## config.mk

```make
export PLATFORM = sky130hd
export DESIGN_NAME = regfile_reader
export DESIGN_NICKNAME = d
export VERILOG_FILES = /design/src/rtl/regfile_reader.sv
export SDC_FILE = /design/constraint.sdc
export NUM_CORES = 1
export LEC_CHECK = 0
export CORE_AREA = 2 2 48 50
export CTS_BUF_LIST = sky130_fd_sc_hd__clkbuf_4 sky130_fd_sc_hd__clkbuf_8
export DETAILED_ROUTE_END_ITERATION = 6
export DIE_AREA = 0 0 50 52
export PLACE_DENSITY_LB_ADDON = 0.05
export SKIP_LAST_GASP = 1
export SYNTH_ARGS = -nofsm -noshare
export SYNTH_HDL_FRONTEND = slang
export SYNTH_SLANG_ARGS = --single-unit
export TNS_END_PERCENT = 50
```

## constraint.sdc

```tcl
create_clock -name clk -period 4.13 [get_ports clk]
set_input_delay 0.413 -clock clk [delete_from_list [all_inputs] [get_ports clk]]
set_output_delay 0.413 -clock clk [all_outputs]
set_load 0.02 [all_outputs]
```

## src/rtl/regfile_reader.sv

```systemverilog
// Sweeps a range of register-file addresses and streams each word out
// over a valid/ready port, one word per address, wrapping past the top.
module regfile_reader #(
   parameter int DATA_WIDTH = 8,
   parameter int ADDR_WIDTH = 3
) (
   input  logic                  clk,
   input  logic                  reset_all,
   input  logic                  start,
   input  logic                  abort,
   input  logic [ADDR_WIDTH-1:0] first_addr,
   input  logic [ADDR_WIDTH-1:0] last_addr,
   output logic [ADDR_WIDTH-1:0] rf_address,
   input  logic [DATA_WIDTH-1:0] rf_q,
   output logic                  rd_valid,
   input  logic                  rd_ready,
   output logic [DATA_WIDTH-1:0] rd_data,
   output logic [ADDR_WIDTH-1:0] rd_addr,
   output logic                  busy,
   output logic                  done
);

   typedef enum logic [1:0] {
      IDLE,
      SETUP,
      OUT
   } state_t;

   state_t                state;
   logic [ADDR_WIDTH-1:0] last_q;
   logic                  xfer;

   assign xfer = rd_valid && rd_ready;
   assign busy = (state != IDLE);

   always_ff @(posedge clk or posedge reset_all) begin
      if (reset_all) begin
         state      <= IDLE;
         last_q     <= '0;
         rf_address <= '0;
         rd_valid   <= 1'b0;
         rd_data    <= '0;
         rd_addr    <= '0;
         done       <= 1'b0;
      end else begin
         done <= 1'b0;
         unique case (state)
            IDLE: begin
               if (start) begin
                  last_q     <= last_addr;
                  rf_address <= first_addr;
                  state      <= SETUP;
               end
            end
            SETUP: begin
               if (abort) begin
                  state <= IDLE;
               end else begin
                  rd_data  <= rf_q;
                  rd_addr  <= rf_address;
                  rd_valid <= 1'b1;
                  state    <= OUT;
               end
            end
            OUT: begin
               // abort wins over a transfer landing on the same edge
               if (abort) begin
                  rd_valid <= 1'b0;
                  state    <= IDLE;
               end else if (xfer) begin
                  rd_valid <= 1'b0;
                  if (rf_address == last_q) begin
                     done  <= 1'b1;
                     state <= IDLE;
                  end else begin
                     rf_address <= rf_address + 1'b1;
                     state      <= SETUP;
                  end
               end
            end
            default: state <= IDLE;
         endcase
      end
   end

endmodule

```

==> results.md, run 1 <==
* Status: complete, no violations
* TritonCTS buffer count at 3
* Maximum clock insertion buffer count at 2
* Estimated wirelength of the detail-placed design at 1.313 mm
* Met2 track demand over resource in global routing at 25.44%
* Net Sw Frac at between 30% and 40%
* Worst-path cell with the longest stage delay: sky130_fd_sc_hd__clkdlybuf4s50_1
* Global route total overflow at 0
* Final weighted congestion in routability-driven placement at 0.7045
* WL final at 1.725 mm
* Buffer count from post-CTS setup fixing at 0
* Antenna violations before repair at 0
* Synthesis-stage register bit count at 21
* Leak pwr at 0.0005763 uW
* Slew @ Worst Pin at between 0.8 and 0.9 ns
* Count of cells along the worst hold path at 1
* CTS-repair resized insts at 0
* Antenna cells at 0
* CTS tree: done
* Max Cap Violations at 0
* Die Outline Area at 0.002600 sq mm
* Std cell rows at 17
* Leading cell types in the layout, fill and taps excluded: sky130_fd_sc_hd__clkdlybuf4s50_1, sky130_fd_sc_hd__dfrtp_1, sky130_fd_sc_hd__mux2_2
* Synth Cell Area at about 950 sq um
* Type of element launching the critical path: register
* Slack of the critical path at 2.162 ns
* Cells after Synth at 72
* Setup TNS after final layout at 0 ns
* Number of hold-slack violations in the final timing report at 0
* # hold bufs at CTS at 0
* Initial detailed-routing violation count at 2
* Vias in the first global route at 653
* Terminus of the critical flop-to-flop path: rd_addr[0]
* Relative contribution of the clock network to total power at a little under an eighth
* Proportion of power drawn by combinational gates at 48.9%
* Internal power of the cells at 580.0 uW
* Launch instance of the worst min-delay path: rd_addr[2]
* Overall fraction of global-route tracks in use at ~15%
* Residual DRC count at 0
* Iteration count of the initial detailed-routing pass at 3
* R2r startpoint: state[1]
* Portion of the clock cycle consumed by the worst path in the final layout at 47.66%
* Power Dens Cells at 669.9 mW/mm^2
* Root buffer cell: sky130_fd_sc_hd__clkbuf_4
* Peak supply drop at 0.0004026 V
* Area Overhead vs Synth at 42.46%
* Worst slew slack as a fraction of its limit at 45.75%
* Highest fanout seen on the critical path at 6
* Setup slack on the worst flop-to-flop path at 2.45 ns
* Cells traversed along the worst timing path: or2_1 -> clkdlybuf4s50_1
* Fraction of the yosys area taken by sequential cells at between 50 and 60%
* Data arrival time at the worst-slack endpoint at 1.56 ns
* Layout cells sized above 1 at 22.94%
* Number of setup violations in the final report at 0
* Clock insertion delay at the later pin of the skew report at 0.29 ns
* Pin count of the biggest net entering global routing at 22
* Most frequent standard cell in the layout excluding fill and tap cells: sky130_fd_sc_hd__clkdlybuf4s50_1
* Worst Setup Slack post-DPL at 1.879 ns
* ANT nets after route at 0
* Worst path bufs/invs at 1
* Worst clock skew at around 0.0043 ns
* Min-Delay Path Class: register to register
* Post-synthesis net count at 92
* Max H-tree Level at 1
* Post-Synthesis Mean Instance Area at 13.14 sq um
* GR met3 Demand/Resource at 2.874%
* Part of the power in registers at 39.5%
* First-pass GRT wire length at 2.898 mm
* Number of clock sinks at 21
* Vias after detailed routing at around 660
* Setup repair after global routing missed its margin: no
* Endpoint of the worst hold-timing path: rd_addr[2]
* Start-to-end type of the worst setup path: register to output port
* NumNets Final at 130
* CP delay by family, top: buffers and inverters
* Endpoint required time on the critical path at 3.72 ns
* Buffers on Ports at 35
* Y dimension of the die at 52 um
* Met1 GRT Util at a little under a fifth
* Detailed-route wire length per cell at ~13 um
* Register-to-Register Path Depth at 2
* Min Clock Period, post-route at 1.968 ns
* Chip Width at approximately 50 um
* Core Footprint at 0.002106 sq mm
* Synth cell types at 21
* Via/cell ratio at 4.788
* Critical Path End Type: output port
* Gr busiest metal: met2
* Delay contributed by the slowest stage of the critical path at 0.55 ns
* Number of warnings reported in the yosys synthesis log at 0
* Effective utilization at floorplan at 44.92%
* Peak Freq at 508.0 MHz
* Total I/O pin count at 36
* Sw power at 322.7 uW
* Clock input transition at the sequential cells of the worst setup and hold paths at 0.12 ns
* Slew Viols, Final at 0
## cells in the mapped netlist
cell	instances	share of area, %
sky130_fd_sc_hd__xnor2_1	4	3.7
sky130_fd_sc_hd__or2_1	1	0.66
sky130_fd_sc_hd__buf_4	1	0.79
sky130_fd_sc_hd__mux2i_1	1	1.1
sky130_fd_sc_hd__nor2_2	1	0.66
sky130_fd_sc_hd__dfrtp_1	21	56
sky130_fd_sc_hd__nor2_1	3	1.2
sky130_fd_sc_hd__nor3b_1	1	0.79
sky130_fd_sc_hd__nand3_1	1	0.53
sky130_fd_sc_hd__o21ai_0	3	1.6
sky130_fd_sc_hd__mux2_2	15	18
sky130_fd_sc_hd__nand2_1	4	1.6
sky130_fd_sc_hd__a21oi_1	3	1.6
sky130_fd_sc_hd__ha_1	1	1.3
sky130_fd_sc_hd__nor4_1	1	0.66
sky130_fd_sc_hd__inv_1	5	2.0
sky130_fd_sc_hd__mux2_4	2	3.2
sky130_fd_sc_hd__nor3_4	1	1.7
sky130_fd_sc_hd__a21oi_4	1	1.7
sky130_fd_sc_hd__buf_6	1	1.2
sky130_fd_sc_hd__nand2b_1	1	0.66
## per-layer routing
metal / vias to the layer above / wire, um
li1: 319 / -
met1: 319 / 756
met2: 16 / 886
met3: 2 / 68
met4: 0 / 14
met5: - / 0
## worst reg2reg max path: cells and delay by family (launching register included)
kind / cells / cell delay, ns
flip-flops: 1 / 0.45
AND/OR/NAND/NOR: 1 / 0.71
multiplexers: 1 / 0.42
## metrics by stage
stage	cells	area (sq um)	hold slack, ns	utilization [%]	power (uW)
6_report	137	1348	0.5220	63.99	902.7
5_1_grt	137	1348	0.5380	63.99	956.1
4_1_cts	137	1348	0.5241	63.99	916.6
3_5_place_dp	133	1318	0.4964	62.57	810.9
3_3_place_gp	133	1318	0.4888	62.57	797.2
2_1_floorplan	72	945.9	0.3895	-	609.1
## kinds of logic (layout without fill, tap and decap cells)
kind of cell             Yosys count  after routing  share of synthesized area [%]
adder cells (fa/ha/maj)            1              1                          1.323
flip-flops                        21             21                          55.56
AND/OR/NAND/NOR                   14             14                          8.467
AO/OA/AOI/OAI                      7              7                          4.894
XOR/XNOR                           4              4                          3.703
multiplexers                      18             18                          22.09
buffers and inverters              7             44                          3.969
## area by class of cell
type	count	area [sq um]
Sequential cell	21	525.5
Timing Repair Buffer	35	350.3
Tap cell	28	35.03
Clock buffer	4	30.03
Multi-Input combinational cell	44	387.9
Fill cell	162	758.2
Inverter	5	18.77
## sequential cells by signal, indices dropped and copies added, names as in the netlist
| name | count |
|---|---|
| rd_addr | 3 |
| rf_address | 3 |
| rd_valid | 1 |
| state | 2 |
| last_q | 3 |
| rd_data | 8 |
| done | 1 |
## how the worst max path moves through the flow
stage	start	end	cells after the start
finish	state[1]	busy	2
global route	abort	rd_addr[0]	3
CTS	state[1]	busy	2
detailed placement	abort	rd_data[6]	3
global placement	abort	rd_data[0]	3
floorplan	rf_address[2]	rf_address[1]	4
## power by group through the flow
stage	Sequential, uW	Combinational (uW)	Clock, uW
floorplan	441	168	0
global placement	359	438	0
detailed placement	362	449	0
CTS	359	450	108
global route	369	473	114
finish	357	442	104
Note: power is estimated with default switching activity, not from simulation.
==> run 2, diff against run 1 <==
CORE_AREA = 2 2 50 52   (was 2 2 48 50)
DIE_AREA = 0 0 52 54   (was 0 0 50 52)
clock period = 1.97 ns   (was 4.13 ns; I/O delays follow)
==> run 2 against run 1 <==
Against the previous run:
- flip-flop and latch count unchanged
- register-to-register slack got worse by 2.0 ns
- utilization decreased by 5.3 points
- worst hold slack got worse by 0.31 ns
- combinational power increased by 110%
- first-iteration DRC count increased to 4.0 times the previous value
- global-route usage decreased by 1.1 points
- power increased by 110%
- count of clock-buffer cells in the layout decreased by 1
- cell count increased by 2.9%
- setup slack got worse by 2.0 ns
- die area increased by 8.0%
- critical endpoint unchanged
- highest routed layer unchanged
==> results.md, run 2 (synthesis gave the netlist of run 1 again) <==
* Final cell count without fillers at 141 (+2.9%)
* Min-Delay Path Class: primary input to async pin
* First-pass GRT wire length at 2.780 mm (-4.1%)
* Peak supply drop at 0.0009700 V (+140%)
* Buffers on Ports at 35 (unchanged)
* Setup slack on the worst flop-to-flop path at 0.43 ns (-2.02 ns)
* Y dimension of the die at 54 um (+3.8%)
* Die Outline Area at 0.002808 sq mm (+8.0%)
* Highest fanout seen on the critical path at 6 (unchanged)
* Estimated wirelength of the detail-placed design at 1.344 mm (+2.4%)
* Max H-tree Level at 1 (unchanged)
* Clock input transition at the sequential cells of the worst setup and hold paths at 0.12 ns (about the same)
* Pin count of the biggest net entering global routing at 22 (unchanged)
* Area Overhead vs Synth at 44.05%
* Global route total overflow at 0 (unchanged)
* Setup repair after global routing missed its margin: no
* Layout cells sized above 1 at 24.32% (+1.4 points)
* Setup TNS after final layout at 0 ns (unchanged)
* Chip Width at 52 um (+4.0%)
* # hold bufs at CTS at 0 (unchanged)
* Tot Pwr at 1886 uW (+110%)
* Final weighted congestion in routability-driven placement at 0.6859 (-2.6%)
* Number of clock sinks at 21 (unchanged)
* Leak pwr at 0.0005857 uW (+1.6%)
* Data arrival time at the worst-slack endpoint at 1.58 ns (+0.02 ns)
* Buffer count from post-CTS setup fixing at 0 (unchanged)
* Slew @ Worst Pin at 0.3860 ns (-0.4243 ns)
* Register-to-Register Path Depth at 4 (+2)
* Type of element launching the critical path: register
* Std cell rows at 18 (+1)
* Residual DRC count at 0 (unchanged)
* Iteration count of the initial detailed-routing pass at 4 (+1)
* Critical Path End Type: output port
* Overall fraction of global-route tracks in use at 13.73% (-1.1 points)
* Vias after detailed routing at 685 (+4.4%)
* CTS-repair resized insts at 0 (unchanged)
* Worst clock skew at 0.003059 ns (-0.001199 ns)
* Total I/O pin count at 36 (unchanged)
* Max Cap Violations at 0 (unchanged)
* ANT nets after route at 0 (unchanged)
* Detailed-route wire length per cell at 12.67 um (+0.66%)
* Start-to-end type of the worst setup path: register to output port
* Cell area after placement at 0.001335 sq mm (+1.3%)
* Post-route cell area at 0.001363 sq mm (+1.1%)
* Most frequent standard cell in the layout excluding fill and tap cells: sky130_fd_sc_hd__clkdlybuf4s50_1
* Flip-flop count of the largest register after layout at 8 (unchanged)
* Core Util, Final at 58.74% (-5.3 points)
* Number of hold-slack violations in the final timing report at 0 (unchanged)
* Slew Viols, Final at 0 (unchanged)
* R2r startpoint: state[0]
* Antenna cells at 0 (unchanged)
* Worst slew slack as a fraction of its limit at 74.27% (+29 points)
* Cells traversed along the worst timing path: or2_1 -> clkdlybuf4s50_1
* Delay contributed by the slowest stage of the critical path at 0.54 ns (about the same)
* Number of setup violations in the final report at 0 (unchanged)
* Status: complete, no violations
* Portion of the clock cycle consumed by the worst path in the final layout at roughly nine tenths
* Core Footprint at 0.002320 sq mm (+10%)
* Vias in the first global route at 642 (-1.7%)
* Count of filler cells inserted in the layout at 202 (+25%)
* Worst-path cell with the longest stage delay: sky130_fd_sc_hd__clkdlybuf4s50_1
* TritonCTS buffer count at 3 (unchanged)
* Leading cell types in the layout, fill and taps excluded: sky130_fd_sc_hd__clkdlybuf4s50_1, sky130_fd_sc_hd__dfrtp_1, sky130_fd_sc_hd__mux2_2
* Root buffer cell: sky130_fd_sc_hd__clkbuf_4
* Power Dens Cells at 1384 mW/mm^2 (+110%)
* Initial detailed-routing violation count at 8 (+6)
* Effective utilization at floorplan at 40.78% (-4.1 points)
* Maximum clock insertion buffer count at 2 (unchanged)
* Clock insertion delay at the later pin of the skew report at 0.30 ns (about the same)
* Antenna violations before repair at 0 (unchanged)
* Terminus of the critical flop-to-flop path: rf_address[1]
* Endpoint required time on the critical path at 1.77 ns (-1.95 ns)
* Min Clock Period, post-route at 1.775 ns
* Launch point of the critical path: state[1]
* Via/cell ratio at 4.858 (+1.5%)
* NumNets Final at 132 (+1.5%)
* CTS tree: done
* Placed cells at 137 (+3.0%)
* Peak Freq at 563.4 MHz
* Register containing the most flip-flops in the final layout: rd_data
* WL final at 1.787 mm (+3.6%)
-- run 2: changes by cell type in the layout (fill, tap and decap cells not counted), sizes merged --
cell,delta
buf,+2
clkbuf,-1
clkinv,+1
-- run 2: cell type report --
| cell class | count | area, sq um | share of cell area, % |
|---|---|---|---|
| Inverter | 5 | 18.77 | 1.377 |
| Tap cell | 30 | 37.54 | 2.755 |
| Clock buffer | 3 | 22.52 | 1.653 |
| Timing Repair Buffer | 37 | 365.4 | 26.81 |
| Sequential cell | 21 | 525.5 | 38.57 |
| Clock inverter | 1 | 5.005 | 0.3673 |
| Multi-Input combinational cell | 44 | 387.9 | 28.47 |
-- run 2: layer usage --
layer | vias up | global-route usage [%] | share of wire, %
li1 | 321 | - | -
met1 | 335 | 17.31 | 43
met2 | 25 | 21.73 | 49
met3 | 4 | 3.889 | 5.6
met4 | 0 | 6.579 | 1.4
met5 | - | 0 | 0
-- run 2: worst max-delay path: cells and delay by family, from the launching register on --
kind	cells	cell delay, ns
simple gates	1	0.27
buf+inv	1	0.54
flops	1	0.47
-- run 2: metrics by stage --
step                setup WS (ns)  hold slack [ns]
finish                     0.1952           0.2130
global route               0.1369           0.2251
CTS                        0.1897           0.2246
detailed placement         0.3283           0.4948
global placement           0.3502           0.4892
floorplan                  0.5095           0.1735
-- run 2: worst max-delay path by stage --
| stage | end | cells past startpoint |
|---|---|---|
| 2_1_floorplan | rf_address[1] | 4 |
| 3_3_place_gp | rd_data[4] | 4 |
| 3_5_place_dp | rd_data[3] | 4 |
| 4_1_cts | busy | 2 |
| 5_1_grt | busy | 2 |
| 6_report | busy | 2 |
-- run 2: power breakdown --
group / internal [uW] / switching (uW)
logic: 521 / 413
registers: 607 / 141
clock network: 75.7 / 129
total: 1200 / 683
